[config.mk]
export PLATFORM = sky130hd
export DESIGN_NAME = console_rx
export DESIGN_NICKNAME = d
export VERILOG_FILES = /design/src/rtl/console_rx.sv
export SDC_FILE = /design/constraint.sdc
export NUM_CORES = 1
export LEC_CHECK = 0
export CAP_MARGIN = 20
export CORE_MARGIN = 5
export CORE_UTILIZATION = 38
export CTS_BUF_LIST = sky130_fd_sc_hd__clkbuf_8
export DETAILED_ROUTE_END_ITERATION = 12
export SLEW_MARGIN = 20
export SYNTH_ARGS = -nofsm -noshare
export SYNTH_HDL_FRONTEND = slang
export SYNTH_SLANG_ARGS = --single-unit
[constraint.sdc]
create_clock -name clk -period 3.8 [get_ports clk]
set_input_delay 0.76 -clock clk [delete_from_list [all_inputs] [get_ports clk]]
set_output_delay 0.76 -clock clk [all_outputs]
set_load 0.02 [all_outputs]
[src/rtl/console_rx.sv]
// 8N1 serial console receiver with a byte FIFO and a two-register bus slave.
// DATA pops the head byte; STATUS reports flags and the FIFO fill level.
module console_rx #(
   parameter int CLK_DIV    = 104,
   parameter int FIFO_DEPTH = 16
) (
   input  logic        clk,
   input  logic        resetn,
   input  logic        rx,
   input  logic        sel,
   input  logic        addr,
   input  logic        we,
   input  logic [31:0] wdata,
   output logic [31:0] rdata,
   output logic        ready,
   output logic        irq
);

   localparam int AW = (FIFO_DEPTH > 1) ? $clog2(FIFO_DEPTH) : 1;
   localparam int CW = AW + 1;
   localparam logic [15:0]   HALF_CNT = 16'(CLK_DIV / 2 - 1);
   localparam logic [15:0]   BIT_CNT  = 16'(CLK_DIV - 1);
   localparam logic [CW-1:0] FULL_CNT = CW'(FIFO_DEPTH);

   typedef enum logic [2:0] {S_IDLE, S_START, S_DATA, S_STOP, S_BREAK} state_t;

   state_t          state_q, state_d;
   logic            rx_meta_q, rxs_q;
   logic [15:0]     cnt_q, cnt_d;
   logic [2:0]      idx_q, idx_d;
   logic [7:0]      shift_q, shift_d;
   logic [AW-1:0]   wr_ptr_q, wr_ptr_d, rd_ptr_q, rd_ptr_d;
   logic [CW-1:0]   count_q, count_d;
   logic            ovr_q, ovr_d, frm_q, frm_d;
   logic            sel_prev_q, ready_q, ready_d;
   logic [7:0]      mem_q [FIFO_DEPTH];

   logic            push_req, frm_set, pop, push_ok, ovr_set, wr_status;
   logic [31:0]     status;
   logic            unused_wdata;

   assign unused_wdata = ^{wdata[31:3], wdata[0]};

   // State register, synchronizer and control flops
   always_ff @(posedge clk) begin
      if (!resetn) begin
         rx_meta_q  <= 1'b1;
         rxs_q      <= 1'b1;
         state_q    <= S_IDLE;
         cnt_q      <= 16'd0;
         idx_q      <= 3'd0;
         wr_ptr_q   <= '0;
         rd_ptr_q   <= '0;
         count_q    <= '0;
         ovr_q      <= 1'b0;
         frm_q      <= 1'b0;
         sel_prev_q <= 1'b0;
         ready_q    <= 1'b0;
      end else begin
         rx_meta_q  <= rx;
         rxs_q      <= rx_meta_q;
         state_q    <= state_d;
         cnt_q      <= cnt_d;
         idx_q      <= idx_d;
         wr_ptr_q   <= wr_ptr_d;
         rd_ptr_q   <= rd_ptr_d;
         count_q    <= count_d;
         ovr_q      <= ovr_d;
         frm_q      <= frm_d;
         sel_prev_q <= sel;
         ready_q    <= ready_d;
      end
   end

   // Shift register and FIFO storage carry data only
   always_ff @(posedge clk) begin
      shift_q <= shift_d;
      if (push_ok) mem_q[wr_ptr_q] <= shift_q;
   end

   // Receiver next-state: counter samples mid-bit once the start edge is seen
   always_comb begin
      state_d = state_q;
      cnt_d   = cnt_q;
      idx_d   = idx_q;
      shift_d = shift_q;
      case (state_q)
         S_IDLE: begin
            if (!rxs_q) begin
               state_d = S_START;
               cnt_d   = HALF_CNT;
            end
         end
         S_START: begin
            if (cnt_q != 16'd0) begin
               cnt_d = cnt_q - 1'b1;
            end else if (rxs_q) begin
               state_d = S_IDLE;
            end else begin
               state_d = S_DATA;
               cnt_d   = BIT_CNT;
               idx_d   = 3'd0;
            end
         end
         S_DATA: begin
            if (cnt_q != 16'd0) begin
               cnt_d = cnt_q - 1'b1;
            end else begin
               shift_d[idx_q] = rxs_q;
               cnt_d          = BIT_CNT;
               if (idx_q == 3'd7) state_d = S_STOP;
               else               idx_d   = idx_q + 1'b1;
            end
         end
         S_STOP: begin
            if (cnt_q != 16'd0)  cnt_d   = cnt_q - 1'b1;
            else if (rxs_q)      state_d = S_IDLE;
            else                 state_d = S_BREAK;
         end
         S_BREAK: begin
            if (rxs_q) state_d = S_IDLE;
         end
         default: state_d = S_IDLE;
      endcase
   end

   // Receiver outputs
   always_comb begin
      push_req = 1'b0;
      frm_set  = 1'b0;
      if (state_q == S_STOP && cnt_q == 16'd0) begin
         push_req = rxs_q;
         frm_set  = !rxs_q;
      end
   end

   // FIFO bookkeeping and flags; a pop in the same cycle makes room for a push
   always_comb begin
      ready_d   = sel && !sel_prev_q;
      pop       = ready_q && !we && !addr && (count_q != '0);
      wr_status = ready_q && we && addr;
      push_ok   = push_req && ((count_q != FULL_CNT) || pop);
      ovr_set   = push_req && !push_ok;
      wr_ptr_d  = push_ok ? wr_ptr_q + 1'b1 : wr_ptr_q;
      rd_ptr_d  = pop ? rd_ptr_q + 1'b1 : rd_ptr_q;
      count_d   = count_q;
      if (push_ok && !pop)      count_d = count_q + 1'b1;
      else if (pop && !push_ok) count_d = count_q - 1'b1;
      ovr_d = ovr_q;
      frm_d = frm_q;
      if (wr_status && wdata[1]) ovr_d = 1'b0;
      if (wr_status && wdata[2]) frm_d = 1'b0;
      if (ovr_set)               ovr_d = 1'b1;
      if (frm_set)               frm_d = 1'b1;
   end

   // Read mux, driven only while ready is high
   always_comb begin
      status = {15'h0, 9'(count_q), 5'h0, frm_q, ovr_q, (count_q != '0)};
      rdata  = 32'h0;
      if (ready_q && !we) begin
         if (addr)                rdata = status;
         else if (count_q != '0)  rdata = {24'h0, mem_q[rd_ptr_q]};
         else                     rdata = 32'hFFFF_FFFF;
      end
   end

   assign ready = ready_q;
   assign irq   = (count_q != '0);

endmodule

# Word-level counts from Yosys, hierarchy flattened
# Memories as Yosys holds them, arrays and structs flattened. A register that Yosys moved wholly into a read port is not among the register bits.
# Cells that the tools add are included.
dict set report totals {
  n_memories 1
  inputBits 38
  regBits 49
  ramBits 128
}
# name depth word_bits read_ports rd_clocked_by_memory_dff wr line_no
set memory_table {}
lappend memory_table {mem_q 16 8 1 1 1 36} ;# logic [7:0] mem_q [FIFO_DEPTH];
dict set report op_classes {
  n_bitwise 1
  n_mux 38
  magnitude_cmp 2
  n_eq_ne 16
  reduce_logical 34
  addsub 6
}
# operator count
set op_table {}
lappend op_table {{two-way mux 32 bit} 3}
lappend op_table {{two-way mux 16 bit} 5}
lappend op_table {{case mux 16 bit (4 select lines)} 1}
lappend op_table {{two-way mux 3 bit} 11}
lappend op_table {{inequality test 2 bit (second input constant)} 9}
lappend op_table {{logical NOT 16 bit} 1}
lappend op_table {{nonzero test 16 bit} 1}
lappend op_table {{subtractor 16 x 1 -> 16 bit (second input constant)} 1}
lappend op_table {{case mux 3 bit (5 select lines)} 1}
lappend op_table {{logical AND 1 bit} 14}
lappend op_table {{two-way mux 5 bit} 2}
lappend op_table {{two-way mux 1 bit} 9}
lappend op_table {{adder 4 x 1 -> 4 bit (second input constant)} 2}
lappend op_table {{bitwise mux 8 bit} 1}
lappend op_table {{two-way mux 4 bit} 2}
lappend op_table {{nonzero test 2 bit} 4}
lappend op_table {{== test 3 x 2 -> 1 bit (second input constant)} 2}
lappend op_table {{== test 3 bit (second input constant)} 2}
lappend op_table {{logical NOT 1 bit} 6}
lappend op_table {{case mux 3 bit (2 select lines)} 1}
lappend op_table {{AND reduction 6 bit} 1}
lappend op_table {{adder 5 x 1 -> 5 bit (second input constant)} 1}
lappend op_table {{inequality test 5 bit (second input constant)} 1}
lappend op_table {{AND reduction 5 bit} 1}
lappend op_table {{15 further kinds} 15}

# Longest topological paths before layout
# Gate-level depths: netlist (run 1).
dict set report logic_depth {
  ltp_word 10
  ltp_mapped 15
}

# Worst setup path before layout (run 1)
# No wires, ideal clock.
dict set report synth_timing {
  path_kind {register to output}
  from {register count_q[0]}
  to {output rdata[14]}
  setup_slack_ns 0.439
  path_buffers 2
  arrival_ns 2.601
  stages_incl_launch_ff 7
  t_required_ns 3.040
  path_cell_list {dfxtp_1 nor4_1 and2_1 clkbuf_1 clkinv_1 nor2_1 buf_4}
}
dict set report synth_between {
  elab_chain_cells 4
}
# item line_no
set synth_lines {}
lappend synth_lines {{start, declared} 33} ;# logic [CW-1:0] count_q, count_d;
lappend synth_lines {{start signal, assigned} 67} ;# count_q <= count_d;
lappend synth_lines {{nonzero test 5 bit} --}
lappend synth_lines {{via irq} 16} ;# output logic irq
lappend synth_lines {{two-way mux 32 bit} 163} ;# else if (count_q != '0) rdata = {24'h0, mem_q[rd_ptr_q]};
lappend synth_lines {{two-way mux 32 bit} 162} ;# if (addr) rdata = status;
lappend synth_lines {{two-way mux 32 bit} 161} ;# if (ready_q && !we) begin
lappend synth_lines {{end, declared} 14} ;# output logic [31:0] rdata,
# The timed path passes the listed nets, and every way through them passes these cells.

# Worst setup path in the final report (run 1)
dict set report layout_timing {
  from {input addr}
  to {output rdata[30]}
}
dict set report layout_between {
  elab_chain_cells 2
}
# item line_no
set layout_lines {}
lappend layout_lines {{start, declared} 11} ;# input logic addr,
lappend layout_lines {{two-way mux 32 bit} 162}
lappend layout_lines {{two-way mux 32 bit} 161}
# Every way passes these cells.

==> impl_metrics.tcl, run 1 <==
set metrics [dict create \
    cp_max_fo 19 \
    synthesis.nets 606 \
    endpoint_kind "output pin" \
    reg2reg_depth 14 \
    min_from "sel_prev_q" \
    async_flop_share 0 \
    drt-initial-drc-count 290 \
    cp.depth 6 \
    antenna_cells 0 \
    slew_headroom 0.523 \
    grtUsageMet3 0.0295 \
    crit_buf_inv 4 \
    place_ws_ns 0.0888 \
    path_delay_family "buffers and inverters" \
    p_switching_mw 0.873 \
    yosysWarnings 0 \
    worstReg2RegStart "cnt_q[0]" \
    antenna_left 0 \
    synth_edf_count 136 \
    fp.dieArea_um2 23600 \
    cts_tree "yes" \
    setup_ws_ns 0.155 \
    clock_latency_ns 0.46 \
    ys_seq_elements 181 \
    wirelength_mm 15.0 \
    finClkSkew_ns 0.0147 \
    wl_per_cell_um 16.9 \
    slew_viol_final 0 \
    hold_violations 0 \
    grt_max_degree 27 \
    htree_levels 4 \
    critPathSlowestCell "clkdlybuf4s50_1" \
    vias_per_cell 5.07 \
    power_frac_seq 0.546 \
    ir_drop_mv 0.232 \
    synth_area_um2 7830 \
    yosys.area_share.simple 0.107 \
    ys_top_cells_by_area "edfxtp_1, dfxtp_1, mux4_2" \
    crit_type "in2out" \
    finalSetupViolCount 0 \
    worstHoldPathCells 1 \
    rr_endpoint "count_q[4]" \
    share_comb_of_total_power 0.079 \
    gp_congestion 0.798 \
    busiest_layer "met2" \
    rsz0062_at_grt "false" \
    fin_util 0.449 \
    p_clk_frac 0.375 \
    antenna_found_initial 0 \
    fmax_mhz 274 \
    avgSynthCellArea_um2 14.1 \
    cp_cell_sequence "clkdlybuf4s50_1 > or3b_2 > buf_4 > nor2_1 > buf_4 > clkdlybuf4s50_1" \
    hold_class "reg2reg" \
    max_stage_delay_ns 0.63 \
    overflow 0 \
    design.core.area_um2 20200 \
    numCtsBuffers 17 \
    fp.dieW_um 154 \
    synth_top_family_by_area "simple AND/OR/NAND/NOR gates" \
    whs_endpoint "ready" \
    grt_pass1_wl_mm 23.9 \
    syn_inst 555 \
    use_met1 0.160 \
    tightest_slew_ns 0.715 \
    vias 4494 \
    ys_seq_area_frac 0.637 \
    die_y_um 154 \
    grt_pass1_vias 4477 \
    cts_sinks 181 \
    finalCritPeriodShare 0.959 \
    outcome "finished clean" \
    p_per_area_nw_per_um2 431 \
    start_kind "input pin" \
    grt_use_total 0.130 \
    grt_use_met2 0.226 \
    holdBufCountCts 0 \
    critical_path_required_ns 3.04 \
    muxShareOfSynthArea 0.105 \
    switching_share 0.223 \
    maxCapViolCount 0 \
    drc 0 \
    synth-xor-area-share 0.0157 \
    nets 655 \
    synth_top_area_cell "edfxtp_1" \
    ios 72 \
    internal_power_mw 3.04 \
    layout_min_cycle_time_ns 3.65 \
    cts_buffer_depth 2 \
    synth.top_cell.area_share 0.522 \
    synth_fa_ha_area_frac 0.0217 \
    path_clk_slew_ns 0.09 \
    area_growth_pct 16.1 \
    yosys.cell_types.count 56 \
    setup_tns_ns 0 \
    rows 52 \
    dp_hpwl_mm 10.4 \
    numPortBuffers 41 \
    ys.flop_type "edfxtp_1" \
    synth_compound_area_frac 0.0723 \
    power_leakage_nw 2.95 \
    start_util 0.387 \
    reg2reg_slack_ns 0.30 \
    final_layout_size_suffix_gt1_frac 0.177 \
    crit_arrival_ns 2.89 \
    clockRootBuffer "clkbuf_8" \
    drtPass1Iterations 4 \
]
[power by group through the flow]
| stage | clock (mW) | sequential [mW] | combinational, mW |
|---|---|---|---|
| 6_report | 1.47 | 2.13 | 0.310 |
| 5_1_grt | 1.60 | 2.14 | 0.339 |
| 4_1_cts | 1.50 | 2.13 | 0.304 |
| 3_5_place_dp | 0 | 2.18 | 0.304 |
| 3_3_place_gp | 0 | 2.18 | 0.297 |
| 2_1_floorplan | 0 | 2.17 | 0.225 |
[state kept, by name (all words and copies together) (netlist names), 3 cells and up, named ones only]
signal / flops
rd_ptr_q: 4
wr_ptr_q: 4
idx_q: 3
shift_q: 8
state_q: 3
count_q: 5
cnt_q: 16
mem_q: 128
[repair_timing]
action | CTS | global route
gates resized for setup | 9 | 4
setup buffers | 0 | 0
endpoints found under the setup margin | 25 | 21
[synthesized netlist by cell type (3+ instances only)]
cell type / n
edfxtp_1: 136
dfxtp_1: 45
nor2_1: 34
mux4_2: 29
a21oi_1: 27
nand2_1: 24
clkbuf_1: 20
buf_4: 18
mux2i_1: 17
and2_1: 14
inv_1: 14
nor3_1: 14
o21ai_0: 14
nor2b_1: 13
xnor2_1: 13
ha_1: 12
nand2b_1: 11
a211oi_1: 10
nor3b_1: 8
a221oi_1: 6
or3_1: 6
a311oi_1: 5
buf_2: 5
nand3_1: 5
or4_1: 5
a21boi_0: 3
nor4_1: 3
o21a_1: 3
[logic make-up after synthesis]
kind of cell	Yosys count
AOI/OAI and AO/OA	86
adders and majority gates	13
xor gates and xnor gates	14
DFF	181
muxes	46
and+or+nand+nor	152
buffers and inverters	63
[worst max path at each step]
| stage | start | to |
|---|---|---|
| final | addr | rdata[30] |
| after global routing | count_q[0] | rdata[30] |
| after CTS | count_q[0] | rdata[30] |
| after detailed placement | addr | count_q[4] |
| after global placement | addr | count_q[4] |
| after floorplan | count_q[0] | rdata[14] |
[per-layer routing]
layer / vias up / routed length, um
li1: 2180 / -
met1: 2225 / 6470
met2: 84 / 7770
met3: 5 / 585
met4: 0 / 121
met5: - / 0
[cells in the final DEF, fill, tap and decap left out, types with 17 or more instances in the layout]
cell             instances
a21oi_1                 27
edfxtp_1               136
nor2_1                  34
buf_4                   34
mux2i_1                 17
nand2_1                 24
clkbuf_8                17
mux4_2                  29
clkdlybuf4s50_1         35
dfxtp_1                 44
[area by class of cell]
class                           instances  area, um2
Timing Repair Buffer                   76        682
Inverter                               17       67.6
Clock inverter                         15        225
Tap cell                              270        338
Sequential cell                       181       4990
Multi-Input combinational cell        311       2550
Fill cell                            1755      11100
Clock buffer                           17        234
[metrics by stage]
stage,instances,total power [mW],hold slack [ns],cell area (um2)
2_1_floorplan,555,2.40,0.367,7830
3_3_place_gp,855,2.48,0.372,8600
3_5_place_dp,855,2.48,0.375,8600
4_1_cts,887,3.94,0.389,9060
5_1_grt,887,4.07,0.407,9090
6_report,887,3.91,0.386,9090
Power figures use the tool's default switching activity.
==> run 2, diff against run 1 <==
==> constraint.sdc (replaced) <==
create_clock -name clk -period 3.8 [get_ports clk]
set_input_delay 0.95 -clock clk [delete_from_list [all_inputs] [get_ports clk]]
set_output_delay 0.95 -clock clk [all_outputs]
set_load 0.02 [all_outputs]
==> run 2 against run 1 <==
Net effect: clock power down 14%; core utilization barely moved; non-clock buffer count is 13 higher; global-route usage is 0.14 points higher; critical path type unchanged; largest cell class unchanged; largest power group unchanged.
==> impl_metrics.tcl, run 2 (synthesis results as in run 1) <==
set metrics [dict create \
    outcome "finished clean" \
    fin_util 0.449 \
    design.core.area_um2 20200 \
    drc 0 \
    cts_sinks 181 \
    internal_power_mw 2.82 \
    wl_per_cell_um 16.6 \
    critPathSlowestCell "or3b_2" \
    vias 4592 \
    max_stage_delay_ns 0.61 \
    vias_per_cell 5.11 \
    endpoint_kind "output pin" \
    final_layout_size_suffix_gt1_frac 0.196 \
    hold_class "reg2reg" \
    drtPass1Iterations 4 \
    crit_arrival_ns 2.75 \
    ios 72 \
    largest_register_ffs 128 \
    grt_max_degree 22 \
    gp_congestion 0.805 \
    overflow 0 \
    antenna_found_initial 0 \
    power_leakage_nw 3.06 \
    tightest_slew_ns 0.651 \
    numPortBuffers 41 \
    die_y_um 154 \
    multi_input_area_um2 2540 \
    grt_use_total 0.131 \
    dp_hpwl_mm 10.5 \
    p_per_area_nw_per_um2 406 \
    finalCritPeriodShare 0.974 \
    p_switching_mw 0.872 \
    slew_viol_final 0 \
    start_kind "input pin" \
    final_cell_mix "edfxtp_1, buf_4, dfxtp_1" \
    layout_min_cycle_time_ns 3.70 \
    nets 668 \
    switching_share 0.236 \
    crit_type "in2out" \
    critical_path_required_ns 2.85 \
    maxCapViolCount 0 \
    seqCellArea_um2 4990 \
    clock_latency_ns 0.46 \
    ir_drop_mv 0.213 \
    nFillCells 1793 \
    numCtsBuffers 17 \
    area_growth_pct 16.1 \
    top_register "mem_q" \
    grt_pass1_wl_mm 24.3 \
    setup_ws_ns 0.0969 \
    power_mw 3.69 \
    top_regs "mem_q x128, cnt_q x16, shift_q x8" \
    share_comb_of_total_power 0.079 \
    htree_levels 4 \
    rsz0062_at_grt "false" \
    grt_pass1_vias 4655 \
    antenna_left 0 \
    fp.dieArea_um2 23600 \
    place_ws_ns -0.248 \
    path_clk_slew_ns 0.09 \
    cp_max_fo 8 \
    finClkSkew_ns 0.0154 \
    final_common_cell "edfxtp_1" \
    wirelength_mm 15.0 \
    hold_violations 0 \
    cp_cell_sequence "clkdlybuf4s50_1 > or3b_2 > a311oi_1 > dlygate4sd2_1" \
    start_util 0.387 \
    drt-initial-drc-count 324 \
    slew_headroom 0.565 \
    rows 52 \
    cts_tree "yes" \
    finalSetupViolCount 0 \
    clockRootBuffer "clkbuf_8" \
    p_clk_frac 0.343 \
    fp.dieW_um 154 \
    cts_buffer_depth 2 \
    antenna_cells 0 \
    fmax_mhz 270 \
    power_frac_seq 0.578 \
]
==> run 2: metrics by stage <==
stage / setup TNS, ns / area (um2) / cells / hold WS [ns]
4_1_cts: 0 / 9070 / 899 / 0.389
3_3_place_gp: -4.43 / 8660 / 863 / 0.372
3_5_place_dp: -5.44 / 8660 / 863 / 0.376
5_1_grt: 0 / 9080 / 899 / 0.398
6_report: 0 / 9080 / 899 / 0.387
2_1_floorplan: 0 / 7830 / 555 / 0.367
==> run 2: per-layer routing <==
layer | vias up | share of wire | global-route usage
met4 | 0 | 0.022 | 0.0551
met3 | 25 | 0.038 | 0.0275
li1 | 2203 | - | -
met2 | 85 | 0.51 | 0.230
met5 | - | 0 | 0
met1 | 2279 | 0.43 | 0.157
==> run 2: area by class of cell <==
cell class / instances / area share
Inverter: 17 / 0.00702
Clock buffer: 17 / 0.0258
Clock inverter: 14 / 0.0169
Sequential cell: 181 / 0.549
Multi-Input combinational cell: 311 / 0.280
Timing Repair Buffer: 89 / 0.0842
Tap cell: 270 / 0.0372
==> run 2: final timing paths <==
kind / endpoint / slack [ns] / from / cells after the start
setup reg to reg: count_q[4] / 0.32 / cnt_q[0] / 14
setup / recovery: rdata[5] / 0.1 / addr / 4
hold / removal: ready / 0.39 / sel_prev_q / 1
hold reg to reg: ready / 0.39 / sel_prev_q / 1
==> run 2: worst max-delay path, delay by kind of cell <==
family | cells | cell delay [ns]
AOI/OAI and AO/OA | 1 | 0.38
and+or+nand+nor | 1 | 0.61
buffers and inverters | 2 | 0.80
==> run 2: power groups by stage <==
stage / sequential [mW] / clock, mW / combinational [mW]
6_report: 2.13 / 1.27 / 0.290
2_1_floorplan: 2.17 / 0 / 0.225
4_1_cts: 2.13 / 1.30 / 0.282
3_3_place_gp: 2.18 / 0 / 0.280
3_5_place_dp: 2.18 / 0 / 0.286
5_1_grt: 2.14 / 1.39 / 0.317
==> run 2: what timing repair did <==
action / 4_1_cts / 5_1_grt
hold buffers: 0 / 0
endpoints found under the setup margin: 27 / 3
buffers inserted: 5 / 0
gates resized for setup: 31 / 2
